<file path="src/rtl/gmii_rx_framer.sv">
// GMII receive framer: strips preamble/SFD, delimits frames, checks length.
// Optional FCS check is built when RX_CRC_CHECK_EN is defined.
module gmii_rx_framer #(
  parameter int MIN_LEN = 64,
  parameter int MAX_LEN = 1518
) (
  input  logic        sys_clk,
  input  logic        sys_rst,
  input  logic [7:0]  gmii_rxd,
  input  logic        gmii_rx_dv,
  output logic [7:0]  out_data,
  output logic        out_valid,
  output logic        out_sof,
  output logic        out_eof,
  output logic        out_err_crc,
  output logic        out_err_len,
  output logic [10:0] out_len,
  output logic [15:0] cnt_ok,
  output logic [15:0] cnt_err
);

  typedef enum logic [1:0] {
    S_IDLE,
    S_PRE,
    S_DATA,
    S_DROP
  } state_t;

  localparam logic [10:0] LEN_SAT = 11'h7FF;

  state_t      r_state;
  state_t      w_next;
  logic [7:0]  r_hold;
  logic [10:0] r_len;
  logic        w_cap;
  logic        w_emit;
  logic        w_eof;
  logic        w_sof;
  logic        w_len_bad;
  logic        w_crc_err;
  int          w_len_int;

  // State register
  always_ff @(posedge sys_clk) begin
    if (sys_rst) r_state <= S_IDLE;
    else         r_state <= w_next;
  end

  // Next-state decode
  always_comb begin
    w_next = r_state;
    unique case (r_state)
      S_IDLE: begin
        if (gmii_rx_dv && gmii_rxd == 8'h55) w_next = S_PRE;
        else if (gmii_rx_dv)                 w_next = S_DROP;
      end
      S_PRE: begin
        if (!gmii_rx_dv)            w_next = S_IDLE;
        else if (gmii_rxd == 8'h55) w_next = S_PRE;
        else if (gmii_rxd == 8'hD5) w_next = S_DATA;
        else                        w_next = S_DROP;
      end
      S_DATA: begin
        if (!gmii_rx_dv) w_next = S_IDLE;
      end
      S_DROP: begin
        if (!gmii_rx_dv) w_next = S_IDLE;
      end
      default: w_next = S_IDLE;
    endcase
  end

  // Output decode: a held byte leaves when the next arrives or dv drops
  always_comb begin
    w_cap  = (r_state == S_DATA) && gmii_rx_dv;
    w_emit = (r_state == S_DATA) && (r_len != 11'd0);
    w_eof  = w_emit && !gmii_rx_dv;
    w_sof  = w_emit && (r_len == 11'd1);
  end

  assign w_len_int = int'(r_len);
  assign w_len_bad = (w_len_int < MIN_LEN) || (w_len_int > MAX_LEN);

`ifdef RX_CRC_CHECK_EN
  logic [31:0] r_crc;

  function automatic logic [31:0] crc_byte(
    input logic [31:0] c_in,
    input logic [7:0]  b
  );
    logic [31:0] c;
    c = c_in ^ {24'd0, b};
    for (int i = 0; i < 8; i++) begin
      if (c[0]) c = (c >> 1) ^ 32'hEDB88320;
      else      c = c >> 1;
    end
    return c;
  endfunction

  // Running CRC over every DATA byte, re-seeded outside DATA
  always_ff @(posedge sys_clk) begin
    if (sys_rst)                r_crc <= '0;
    else if (w_cap)             r_crc <= crc_byte(r_crc, gmii_rxd);
    else if (r_state != S_DATA) r_crc <= 32'hFFFFFFFF;
  end

  assign w_crc_err = (r_crc != 32'hDEBB20E3);
`else
  assign w_crc_err = 1'b0;
`endif

  // Hold register and saturating length counter
  always_ff @(posedge sys_clk) begin
    if (sys_rst) begin
      r_hold <= '0;
      r_len  <= '0;
    end else if (w_cap) begin
      r_hold <= gmii_rxd;
      if (r_len != LEN_SAT) r_len <= r_len + 11'd1;
    end else begin
      r_len <= '0;
    end
  end

  // Registered frame outputs
  always_ff @(posedge sys_clk) begin
    if (sys_rst) begin
      out_data    <= '0;
      out_valid   <= 1'b0;
      out_sof     <= 1'b0;
      out_eof     <= 1'b0;
      out_err_crc <= 1'b0;
      out_err_len <= 1'b0;
      out_len     <= '0;
    end else begin
      out_valid <= w_emit;
      out_sof   <= w_sof;
      out_eof   <= w_eof;
      if (w_emit) out_data <= r_hold;
      if (w_eof) begin
        out_len     <= r_len;
        out_err_len <= w_len_bad;
        out_err_crc <= w_crc_err;
      end else begin
        out_err_len <= 1'b0;
        out_err_crc <= 1'b0;
      end
    end
  end

  // Frame statistics, updated once per completed frame
  always_ff @(posedge sys_clk) begin
    if (sys_rst) begin
      cnt_ok  <= '0;
      cnt_err <= '0;
    end else if (w_eof) begin
      if (w_len_bad || w_crc_err) cnt_err <= cnt_err + 16'd1;
      else                        cnt_ok  <= cnt_ok + 16'd1;
    end
  end

endmodule

</file>
<file path="config.mk">
export PLATFORM = sky130hd
export DESIGN_NAME = gmii_rx_framer
export DESIGN_NICKNAME = d
export VERILOG_FILES = /design/src/rtl/gmii_rx_framer.sv
export SDC_FILE = /design/constraint.sdc
export NUM_CORES = 1
export LEC_CHECK = 0
export ABC_AREA = 1
export CAP_MARGIN = 10
export CORE_MARGIN = 3
export CORE_UTILIZATION = 52
export DETAILED_ROUTE_END_ITERATION = 8
export GPL_TIMING_DRIVEN = 1
export MAX_ROUTING_LAYER = met4
export PLACE_DENSITY = 0.85
export SYNTH_ARGS = -nofsm -noshare
export SYNTH_HDL_FRONTEND = slang
export SYNTH_SLANG_ARGS = --single-unit
</file>
<file path="constraint.sdc">
create_clock -name sys_clk -period 1.7 [get_ports sys_clk]
set_input_delay 0.34 -clock sys_clk [delete_from_list [all_inputs] [get_ports sys_clk]]
set_output_delay 0.34 -clock sys_clk [all_outputs]
set_load 0.01 [all_outputs]
</file>
==> summary.txt <==
Route
  – Drt total wl: 9290 um
  – Total number of vias: 3,708
  – Routed len/inst: 13.4 um
  – 1st-pass router iterations: 5
  – Post-route antenna net violation count: 0
  – Routed vias/inst: 5.34
  – DRC viols: 0
  – DR iter-0 viols: 238

Yosys
  – Synth Cell Area: between 3000 and 4000 um^2
  – Post-synthesis net count: 537
  – Synth warn: 0
  – Yosys top cell area share: 41.6%
  – FF+latch count, synth: 76
  – Ys async rst share: 0%
  – Syn Inst Count: 521
  – Top_reg_cell synth: dfxtp_1
  – Post-synth EDFFs: 0
  – Netlist cell types: 30
  – Mean Syn Cell Area: 7.01 um^2
  – Seq/Total Area, Yosys: 41.6%
  – Largest cells by area after synthesis: dfxtp_1 (42%), nand2_1 (11%), nor2_1 (8.5%), a21oi_1 (7.9%), nand3_1 (6.4%)
  – Post-synth top area cell: dfxtp_1

Clock tree
  – Root buffer cell: clkbuf_8
  – Worst-Skew Late Latency: approximately 360 ps
  – Number of CTS-inserted buffers: 9
  – CTS tree: built
  – Clock Sinks: 76
  – Clock Path Buffers: 2
  – Clock slew at reported path FFs: 80 ps
  – H-tree levels: 3

Placed design
  – PortBufs: 65
  – DP Wirelength: a little over 6000 um
  – RePlAce Congestion: 0.844
  – Placed cell area: approximately 4400 um^2

Finish
  – Layout Nets: 613
  – Layout area overhead: 31.4%
  – Share of cells above drive strength 1: ~15%
  – Final instance area: 4800 um^2
  – Diode count: 0
  – Fillers: 498

Worst setup path
  – Worst path required time: 1360 ps
  – Worst setup startpoint: cnt_err[13]
  – CP bufs+invs: 1
  – Slowest stage delay, CP: 570 ps
  – Critical path depth: 1
  – Crit path capture type: output pin
  – Highest net fanout along the worst path: 5
  – CP delay by family, top: buffers and inverters
  – Critical path arrival: approximately 1300 ps
  – Origin of the critical flop-to-flop path: r_len[0]
  – R2R Path End: cnt_ok[3]
  – Crit-path slowest cell: clkdlybuf4s50_1
  – Crit path kind: flip-flop to output pin
  – Worst r2r path cells: 10
  – CP Cell Sequence: clkdlybuf4s50_1
  – Worst reg-to-reg setup slack: 30 ps
  – Worst Setup EP: cnt_err[13]
  – CP startpoint kind: flip-flop

Floorplanning
  – Row Count: 29
  – Initial cell density of the core: 55.6%
  – Die H: 89.8 um
  – Die X: roughly 90 um
  – Die area: 8070 um^2
  – Placeable Area: 6570 um^2
  – Num ports: 67

STA
  – Fin crit share: between 90 and 100%
  – Final Hold Fails: 0
  – Unrepaired setup endpoints after global routing: yes
  – Worst Skew: 7.07 ps
  – Slew Limit Fails: 0
  – Fin Hold WS: 456 ps
  – Final Critical Period: 1680 ps
  – FMAX: 0.596 GHz
  – Final setup violation count: 0

Min path
  – HP Class: flip-flop to flip-flop

Power
  – VDD IR max: 630 uV
  – Power per cell area: 721 nW/um^2
  – Leakage: 1.78 nW

Global route
  – Aggregate global-route resource usage: 22.1%
  – Pin count of the biggest net entering global routing: 44
  – Initial antenna violation count: 0
  – Vias in the first global route: 3,497
  – First-pass GRT wire length: about 15,000 um
  – Gr ovfl total: 0

Status
  – Status: finished clean

Flow run
  – Max capacitance violation total: 0
[area by class of cell]
| class | count | area (um^2) | share of cell area [%] |
|---|---|---|---|
| repair buffers | 86 | 890 | 18.5 |
| flip-flops and latches | 76 | 1550 | 32.4 |
| multi-input cells | 374 | 1830 | 38.1 |
| well taps | 93 | 116 | 2.42 |
| clock buffers | 10 | 128 | 2.66 |
| inverters | 50 | 199 | 4.14 |
| clock inverters | 6 | 88.8 | 1.85 |
[state kept, by name, summed over array words and instances (netlist names)]
| signal | count |
|---|---|
| r_len | 11 |
| cnt_ok | 16 |
| cnt_err | 16 |
| r_state | 2 |
| r_hold | 8 |
| out_eof | 1 |
| out_len | 11 |
| out_data | 8 |
| out_sof | 1 |
| out_valid | 1 |
| out_err_len | 1 |
[stage by stage]
stage               instances  TNS, ps  setup WS, ps  utilization (%)  power, W
floorplan                 521        0           154                -   0.00191
global placement          673        0          55.1             67.1   0.00197
detailed placement        673    -22.8         -11.5             67.1   0.00197
CTS                       689        0          3.65             70.8   0.00346
global route              695     -542         -70.0             73.1   0.00356
finish                    695        0          21.8             73.1   0.00346
[cells by family after synthesis]
family,share of synthesized area [%]
AOI/OAI and AO/OA,11.8
adders and majority gates,1.71
other,0.103
xor gates and xnor gates,3.12
DFF,41.6
buffers and inverters,9.93
and+or+nand+nor,31.7
[cell usage in the layout (no fill, tap or decap), drive strengths merged, types with 5 or more instances in the layout]
| cell | instances |
|---|---|
| nor2 | 88 |
| a21oi | 58 |
| o21ai | 28 |
| nand3 | 48 |
| clkbuf | 11 |
| xor2 | 8 |
| dfxtp | 76 |
| nand4 | 11 |
| clkdlybuf4s50 | 65 |
| inv | 49 |
| nand2 | 110 |
| xnor2 | 5 |
| nor3 | 7 |
| buf | 20 |
| ha | 5 |
[worst min path at each step]
stage / slack (ps) / end / startpoint / cells after the start
after floorplan: 420 / out_sof / sys_rst / 1
after global placement: 440 / r_hold[2] / r_hold[2] / 2
after detailed placement: 440 / out_data[6] / r_hold[6] / 2
after CTS: 450 / out_data[6] / r_hold[6] / 2
after global routing: 480 / out_data[4] / r_hold[4] / 2
final: 460 / out_data[5] / r_hold[5] / 2
[report_power, final]
part | switching, W | internal, W | total, W
logic | 0.0000758 | 0.0000593 | 0.000135
clock network | 0.000702 | 0.000827 | 0.00153
registers | 0.00000707 | 0.00179 | 0.00180
[repair_timing]
item	4_1_cts	5_1_grt
buffers inserted	0	5
hold buffers	0	0
gates cloned	0	1
setup endpoints to repair	21	58
gates resized for setup	16	34
pin swaps	0	2
[synth_stat cells, types with 2 or more instances]
cell type	count
nand2_1	106
nor2_1	83
dfxtp_1	76
a21oi_1	58
inv_1	47
nand3_1	47
o21ai_0	27
nand4_1	11
xor2_1	8
buf_4	6
clkbuf_1	6
nor3_1	6
ha_1	5
nor2_2	5
xnor2_1	5
buf_6	3
inv_2	3
nand2_2	3
buf_2	2
buf_8	2
nand3b_1	2
nor4_1	2
[layer usage]
layer  global-route usage (%)  up-vias  routed length [um]
li1                         -     1841                   -
met1                     25.7     1710                3980
met2                     38.6      133                4560
met3                     3.26       24                 543
met4                     8.94        0                 196
met5                        -        -                   0
Power figures use the tool's default switching activity.
